## config.mk

```make
export PLATFORM = sky130hd
export DESIGN_NAME = dlatch_seq_driver_flat
export DESIGN_NICKNAME = d
export VERILOG_FILES = /design/src/rtl/dlatch_seq_driver_if.sv /design/src/rtl/dlatch_seq_driver.sv /design/src/flat_wrapper.sv
export SDC_FILE = /design/constraint.sdc
export NUM_CORES = 1
export LEC_CHECK = 0
export ABC_AREA = 1
export CAP_MARGIN = 30
export CELL_PAD_IN_SITES_DETAIL_PLACEMENT = 1
export CELL_PAD_IN_SITES_GLOBAL_PLACEMENT = 1
export CORE_ASPECT_RATIO = 0.6
export CORE_MARGIN = 2
export CORE_UTILIZATION = 30
export CTS_CLUSTER_SIZE = 10
export DETAILED_ROUTE_END_ITERATION = 8
export PLACE_DENSITY_LB_ADDON = 0.05
export SLEW_MARGIN = 20
export SYNTH_ARGS = -nofsm -noshare
export SYNTH_HDL_FRONTEND = slang
export SYNTH_SLANG_ARGS = --single-unit
export TNS_END_PERCENT = 100
```

## constraint.sdc

```tcl
create_clock -name clk -period 3 [get_ports clk]
set_clock_uncertainty 0.15 [all_clocks]
set_input_delay 0.6 -clock clk [delete_from_list [all_inputs] [get_ports clk]]
set_output_delay 0.6 -clock clk [all_outputs]
set_load 0.1 [all_outputs]
```

## src/rtl/dlatch_seq_driver_if.sv

```systemverilog
// Host-side bus between the latch self-test sequencer and its surroundings.
interface dlatch_seq_driver_if;
    logic       start;
    logic [1:0] lat_in;
    logic [1:0] lat_out;
    logic       busy;
    logic       done;
    logic       pass;
    logic [2:0] err_count;
    logic [2:0] fail_step;

    // Sequencer side: drives the latch and reports results
    modport master (
        input  start,
        input  lat_out,
        output lat_in,
        output busy,
        output done,
        output pass,
        output err_count,
        output fail_step
    );

    // Host/latch side: starts runs, returns the latch output
    modport slave (
        output start,
        output lat_out,
        input  lat_in,
        input  busy,
        input  done,
        input  pass,
        input  err_count,
        input  fail_step
    );
endinterface

```

## src/rtl/dlatch_seq_driver.sv

```systemverilog
// Self-test sequencer for the NOR D-latch cell: seven-step write/hold pattern,
// synchronised read-back, error count and first failing step.
module dlatch_seq_driver #(
    parameter int unsigned HOLD_CYCLES = 20,
    parameter int unsigned SYNC_STAGES = 2
) (
    input  logic                clk,
    input  logic                rst_n,
    dlatch_seq_driver_if.master bus
);

    localparam int unsigned CNT_W     = (HOLD_CYCLES > 1) ? $clog2(HOLD_CYCLES) : 1;
    localparam int unsigned STEP_W    = 3;
    localparam int unsigned LAST_STEP = 6;
    localparam int unsigned NO_FAIL   = 7;

    typedef enum logic [1:0] {
        S_IDLE  = 2'd0,
        S_DRIVE = 2'd1,
        S_DONE  = 2'd2
    } state_t;

    state_t              r_state;
    logic [STEP_W-1:0]   r_step;
    logic [CNT_W-1:0]    r_cnt;
    logic [1:0]          r_lat_in;
    logic                r_busy;
    logic                r_done;
    logic                r_pass;
    logic [2:0]          r_err_count;
    logic [2:0]          r_fail_step;
    logic [1:0]          r_sync [SYNC_STAGES];

    logic [1:0]          w_sync;
    logic                w_exp_q;
    logic                w_mismatch;
    logic                w_sample;
    logic                w_err_hit;
    logic [2:0]          w_err_next;
    logic                w_upset;

    // {data, enable} applied to the latch for each step
    function automatic logic [1:0] step_pattern(input logic [STEP_W-1:0] step);
        case (step)
            3'd1, 3'd5: step_pattern = 2'b01;
            3'd3:       step_pattern = 2'b11;
            3'd4:       step_pattern = 2'b10;
            default:    step_pattern = 2'b00;
        endcase
    endfunction

    // Q the latch must hold at the end of each step
    function automatic logic step_exp_q(input logic [STEP_W-1:0] step);
        step_exp_q = (step == 3'd3) || (step == 3'd4);
    endfunction

    // Latch output is asynchronous: bring it into the clk domain
    always_ff @(posedge clk or negedge rst_n) begin
        if (!rst_n) begin
            for (int unsigned i = 0; i < SYNC_STAGES; i++) begin
                r_sync[i] <= 2'b00;
            end
        end else begin
            r_sync[0] <= bus.lat_out;
            for (int unsigned i = 1; i < SYNC_STAGES; i++) begin
                r_sync[i] <= r_sync[i-1];
            end
        end
    end

    // Sample-point compare; Q==notQ falls out as a mismatch for either expQ
    always_comb begin
        w_sync     = r_sync[SYNC_STAGES-1];
        w_exp_q    = step_exp_q(r_step);
        w_mismatch = (w_sync[0] != w_exp_q) || (w_sync[1] != ~w_exp_q);
        w_sample   = (r_cnt == CNT_W'(HOLD_CYCLES - 1));
        w_err_hit  = w_sample && (r_step != 3'd0) && w_mismatch;
        w_err_next = r_err_count + 3'(w_err_hit);
        w_upset    = (r_step > STEP_W'(LAST_STEP)) || (r_cnt > CNT_W'(HOLD_CYCLES - 1));
    end

    // Run sequencer with registered outputs
    always_ff @(posedge clk or negedge rst_n) begin
        if (!rst_n) begin
            r_state     <= S_IDLE;
            r_step      <= '0;
            r_cnt       <= '0;
            r_lat_in    <= 2'b00;
            r_busy      <= 1'b0;
            r_done      <= 1'b0;
            r_pass      <= 1'b0;
            r_err_count <= 3'd0;
            r_fail_step <= 3'(NO_FAIL);
        end else begin
            case (r_state)
                S_IDLE: begin
                    r_lat_in <= 2'b00;
                    r_busy   <= 1'b0;
                    r_done   <= 1'b0;
                    if (bus.start) begin
                        r_state     <= S_DRIVE;
                        r_step      <= '0;
                        r_cnt       <= '0;
                        r_lat_in    <= step_pattern(3'd0);
                        r_busy      <= 1'b1;
                        r_pass      <= 1'b0;
                        r_err_count <= 3'd0;
                        r_fail_step <= 3'(NO_FAIL);
                    end
                end
                S_DRIVE: begin
                    if (w_upset) begin
                        r_state  <= S_IDLE;
                        r_lat_in <= 2'b00;
                        r_busy   <= 1'b0;
                        r_done   <= 1'b0;
                    end else if (w_sample) begin
                        r_err_count <= w_err_next;
                        if (w_err_hit && (r_fail_step == 3'(NO_FAIL))) begin
                            r_fail_step <= r_step;
                        end
                        r_cnt <= '0;
                        if (r_step == STEP_W'(LAST_STEP)) begin
                            r_state  <= S_DONE;
                            r_lat_in <= 2'b00;
                            r_done   <= 1'b1;
                            r_pass   <= (w_err_next == 3'd0);
                        end else begin
                            r_step   <= r_step + 3'd1;
                            r_lat_in <= step_pattern(r_step + 3'd1);
                        end
                    end else begin
                        r_cnt <= r_cnt + CNT_W'(1);
                    end
                end
                S_DONE: begin
                    r_state  <= S_IDLE;
                    r_lat_in <= 2'b00;
                    r_busy   <= 1'b0;
                    r_done   <= 1'b0;
                end
                default: begin
                    r_state  <= S_IDLE;
                    r_lat_in <= 2'b00;
                    r_busy   <= 1'b0;
                    r_done   <= 1'b0;
                end
            endcase
        end
    end

    assign bus.lat_in    = r_lat_in;
    assign bus.busy      = r_busy;
    assign bus.done      = r_done;
    assign bus.pass      = r_pass;
    assign bus.err_count = r_err_count;
    assign bus.fail_step = r_fail_step;

endmodule

```

## src/flat_wrapper.sv

```systemverilog
// flat-port wrapper written by rule: the top's interface ports become plain ports
module dlatch_seq_driver_flat 
#(
    parameter int unsigned HOLD_CYCLES = 20,
    parameter int unsigned SYNC_STAGES = 2
)
  (clk, rst_n, bus_start, bus_lat_out, bus_lat_in, bus_busy, bus_done, bus_pass, bus_err_count, bus_fail_step);
  dlatch_seq_driver_if bus_i ();
  input  logic clk;
  input  logic rst_n;
  input wire logic [$bits(bus_i.start)-1:0] bus_start;
  input wire logic [$bits(bus_i.lat_out)-1:0] bus_lat_out;
  output wire logic [$bits(bus_i.lat_in)-1:0] bus_lat_in;
  output wire logic [$bits(bus_i.busy)-1:0] bus_busy;
  output wire logic [$bits(bus_i.done)-1:0] bus_done;
  output wire logic [$bits(bus_i.pass)-1:0] bus_pass;
  output wire logic [$bits(bus_i.err_count)-1:0] bus_err_count;
  output wire logic [$bits(bus_i.fail_step)-1:0] bus_fail_step;
  assign bus_i.start = bus_start;
  assign bus_i.lat_out = bus_lat_out;
  assign bus_lat_in = bus_i.lat_in;
  assign bus_busy = bus_i.busy;
  assign bus_done = bus_i.done;
  assign bus_pass = bus_i.pass;
  assign bus_err_count = bus_i.err_count;
  assign bus_fail_step = bus_i.fail_step;
  dlatch_seq_driver #(.HOLD_CYCLES(HOLD_CYCLES), .SYNC_STAGES(SYNC_STAGES)) u_core (.clk(clk), .rst_n(rst_n), .bus(bus_i));
endmodule
```

==> run_results.csv <==
group,metric,value,unit
hold_path,whs_path_depth,0,
placement,gp_congestion,0.769,
synth,synth_edf_count,0,
worst_setup_path,worstSetupPathType,"reg2reg",
worst_setup_path,cp-start-kind,"flip-flop",
worst_setup_path,cp.required,3060,ps
routing,first_pass_iters,4,
global_routing,grt_max_degree,26,
clock_tree,clk_root_buffer_cell,"clkbuf_8",
worst_setup_path,cp-end-kind,"flip-flop",
worst_setup_path,slowest_stage,"dfrtp_1",
sta,relSlewSlack,0.709,
sta,tns,0,ps
clock_tree,clock_path_buffers,2,
run,maxCapViolCount,0,
layout,num_antenna_cells,0,
worst_setup_path,worst_r2r_endpoint,"u_core.bus.pass$_DFFE_PN0P_",
routing,drt_iter0_drc,21,
clock_tree,cts_resized,0,
synth,synthFlopType,"dfrtp_1",
floorplan,ios,16,
floorplan,fp-row-count,19,
synth,yosys.area.top_type_share,0.396,
worst_setup_path,path_delay_family,"simple AND/OR/NAND/NOR gates",
synth,synth-seq-area-share,0.452,
sta,fmax,400,MHz
power,swShare,0.220,
routing,via_per_inst,4.46,
layout,final_nets,187,
synth,syn_inst,158,
synth,syn_area,1390,um^2
power,internal_power,0.000444,W
synth,synth_top_area_cell,"dfrtp_1",
floorplan,die_x,91.9,um
worst_setup_path,reg2reg_slack,500,ps
global_routing,antenna_found_initial,0,
placement,post-place-cells,233,
global_routing,grt_pass1_wl,5420,um
clock_tree,clk_latency,270,ps
worst_setup_path,reg2reg_from,"u_core.r_step[1]$_DFFE_PN0P_",
sta,setup_viol,0,
global_routing,first_global_vias,1071,
synth,netlist_top_cells_count,"nand2_1 (40), dfrtp_1 (22), nor2_1 (15)",
worst_setup_path,critPathLaunch,"u_core.r_step[1]$_DFFE_PN0P_",
layout,fillers,543,
power,p_switching,0.000125,W
synth,synth-seq-cells,25,
sta,tightest_slew,436,ps
sta,fin_crit_sh,0.834,
hold_path,hold_path.class,"reg2reg",
floorplan,die_area,5220,um^2
worst_setup_path,crit_path_max_fanout,6,
clock_tree,clkTransAtPathRegs,90,ps
routing,drt-total-wl,3130,um
synth,synth.area.top_cells,"dfrtp_1 (40%), nand2_1 (11%), ha_1 (6.3%), dfstp_2 (5.7%), nand3_1 (4.3%)",
hold_path,min_to,"u_core.w_sync[1]$_DFF_PN0_",
placement,portBuffers,15,
synth,yosysUniqueCellTypes,30,
sta,slew_violations,0,
worst_setup_path,crit_buf_inv,2,
routing,ant_nets,0,
sta,rsz0062_at_grt,"false",
routing,wl_per_cell,13.2,um
clock_tree,holdBufCountCts,0,
worst_setup_path,crit_top_cell,"ha_1",
outcome,status,"finished, final reports clean",
power,p_leak,0.850,nW
worst_setup_path,worstRegToRegCells,11,
clock_tree,cts_tree,"yes",
placement,place_hpwl,2320,um
clock_tree,cts_max_level,1,
routing,drc,0,
power,pwr-share-comb,0.041,
synth,syn_avg_cell_area,8.81,um^2
clock_tree,cts_made_buffers,3,
power,p_clk_frac,0.358,
sta,min_period,2500,ps
worst_setup_path,crit_arrival,2560,ps
routing,vias,1058,
worst_setup_path,cpPeakStageDelay,450,ps
power,power_density,357,nW/um^2
layout,instances_no_fill,237,
sta,hold_viol,0,
synth,syn_nets,170,
clock_tree,clock-sinks,25,
layout,layout-drive-gt1-share,0.195,
clock_tree,cts_setup_buffers,0,
worst_setup_path,path_cells,"inv_1, ha_1, inv_1, nand3_1, and3_1, ha_1, ha_1, or2_2, nor3_1, nand4_1, nand2_1",
synth,yosys_warnings,0,
floorplan,initial_utilization,0.308,
floorplan,die_y,56.8,um
floorplan,core,4520,um^2
hold_path,min-delay-start,"u_core.r_sync[3]$_DFF_PN0_",
global_routing,globalRouteOverflowTotal,0,
power,peakVddDrop,0.179,mV
synth,yosysMostFrequentCell,"nand2_1",
global_routing,grt_usage,0.133,
power,p_seq_frac,0.601,
synth,async_reset_ff_frac,1.00,
layout,syn_to_final_growth,14.7,%
state kept, by name, indices dropped and copies added (netlist names):
signal                count
u_core.bus.fail_step      3
u_core.bus.done           1
u_core.w_sync             2
u_core.r_state            2
u_core.bus.lat_in         2
u_core.bus.busy           1
u_core.bus.err_count      3
u_core.r_step             3
u_core.r_sync             2
u_core.bus.pass           1
u_core.r_cnt              5
cell usage in the layout (no fill, tap or decap), drive strengths merged:
cell type,instances
dfstp,3
nand3,15
dfrtp,22
clkbuf,4
a21oi,4
ha,7
inv,16
nor3,1
nor2,18
buf,12
nand4,8
o221ai,1
nand2,45
o22ai,1
or2,1
o21a,1
and3,2
xor2,3
o21ai,6
clkdlybuf4s50,4
metal layers:
| layer | up-vias | part of all wire | track usage |
|---|---|---|---|
| met4 | 0 | 0.0054 | 0.0192 |
| met3 | 2 | 0.037 | 0.0403 |
| li1 | 547 | - | - |
| met5 | - | 0 | 0 |
| met1 | 495 | 0.56 | 0.198 |
| met2 | 14 | 0.40 | 0.193 |
worst max path at each step:
stage,endpoint,slack [ps],depth (start not counted)
after global routing,u_core.bus.pass$_DFFE_PN0P_,310,11
after global placement,u_core.bus.pass$_DFFE_PN0P_,600,11
after CTS,u_core.bus.pass$_DFFE_PN0P_,470,11
after floorplan,u_core.bus.pass$_DFFE_PN0P_,720,11
final,u_core.bus.pass$_DFFE_PN0P_,500,11
after detailed placement,u_core.bus.pass$_DFFE_PN0P_,540,11
kinds of logic after synthesis:
| group | after synthesis | share of synthesized area |
|---|---|---|
| AND/OR/NAND/NOR | 90 | 0.332 |
| buffers and inverters | 20 | 0.0791 |
| flip-flops | 25 | 0.452 |
| XOR/XNOR | 3 | 0.0189 |
| adder cells (fa/ha/maj) | 7 | 0.0629 |
| AO/OA/AOI/OAI | 13 | 0.0549 |
cell type report:
cell class              count  area, um^2  share of cell area
flip-flops and latches     25         629               0.395
well taps                  63        78.8              0.0494
clock buffers               4        45.0              0.0282
repair buffers             16         130              0.0816
multi-input cells         113         652               0.409
inverters                  16        60.1              0.0376
stage by stage:
stage,total power [W],hold WS (ps),area [um^2],util,setup slack [ps]
floorplan,0.000357,154,1390,-,719
global placement,0.000372,187,1550,0.343,597
detailed placement,0.000373,190,1550,0.343,540
CTS,0.000582,212,1600,0.353,475
global route,0.000598,227,1600,0.353,305
finish,0.000569,207,1600,0.353,499
power by group through the flow:
stage          clock network (W)   logic (W)  registers [W]
2_1_floorplan                  0  0.00000359       0.000353
3_3_place_gp                   0   0.0000240       0.000348
3_5_place_dp                   0   0.0000240       0.000348
4_1_cts                 0.000215   0.0000242       0.000342
5_1_grt                 0.000229   0.0000262       0.000343
6_report                0.000204   0.0000234       0.000342
No activity file was read; power rests on OpenSTA's default activity.
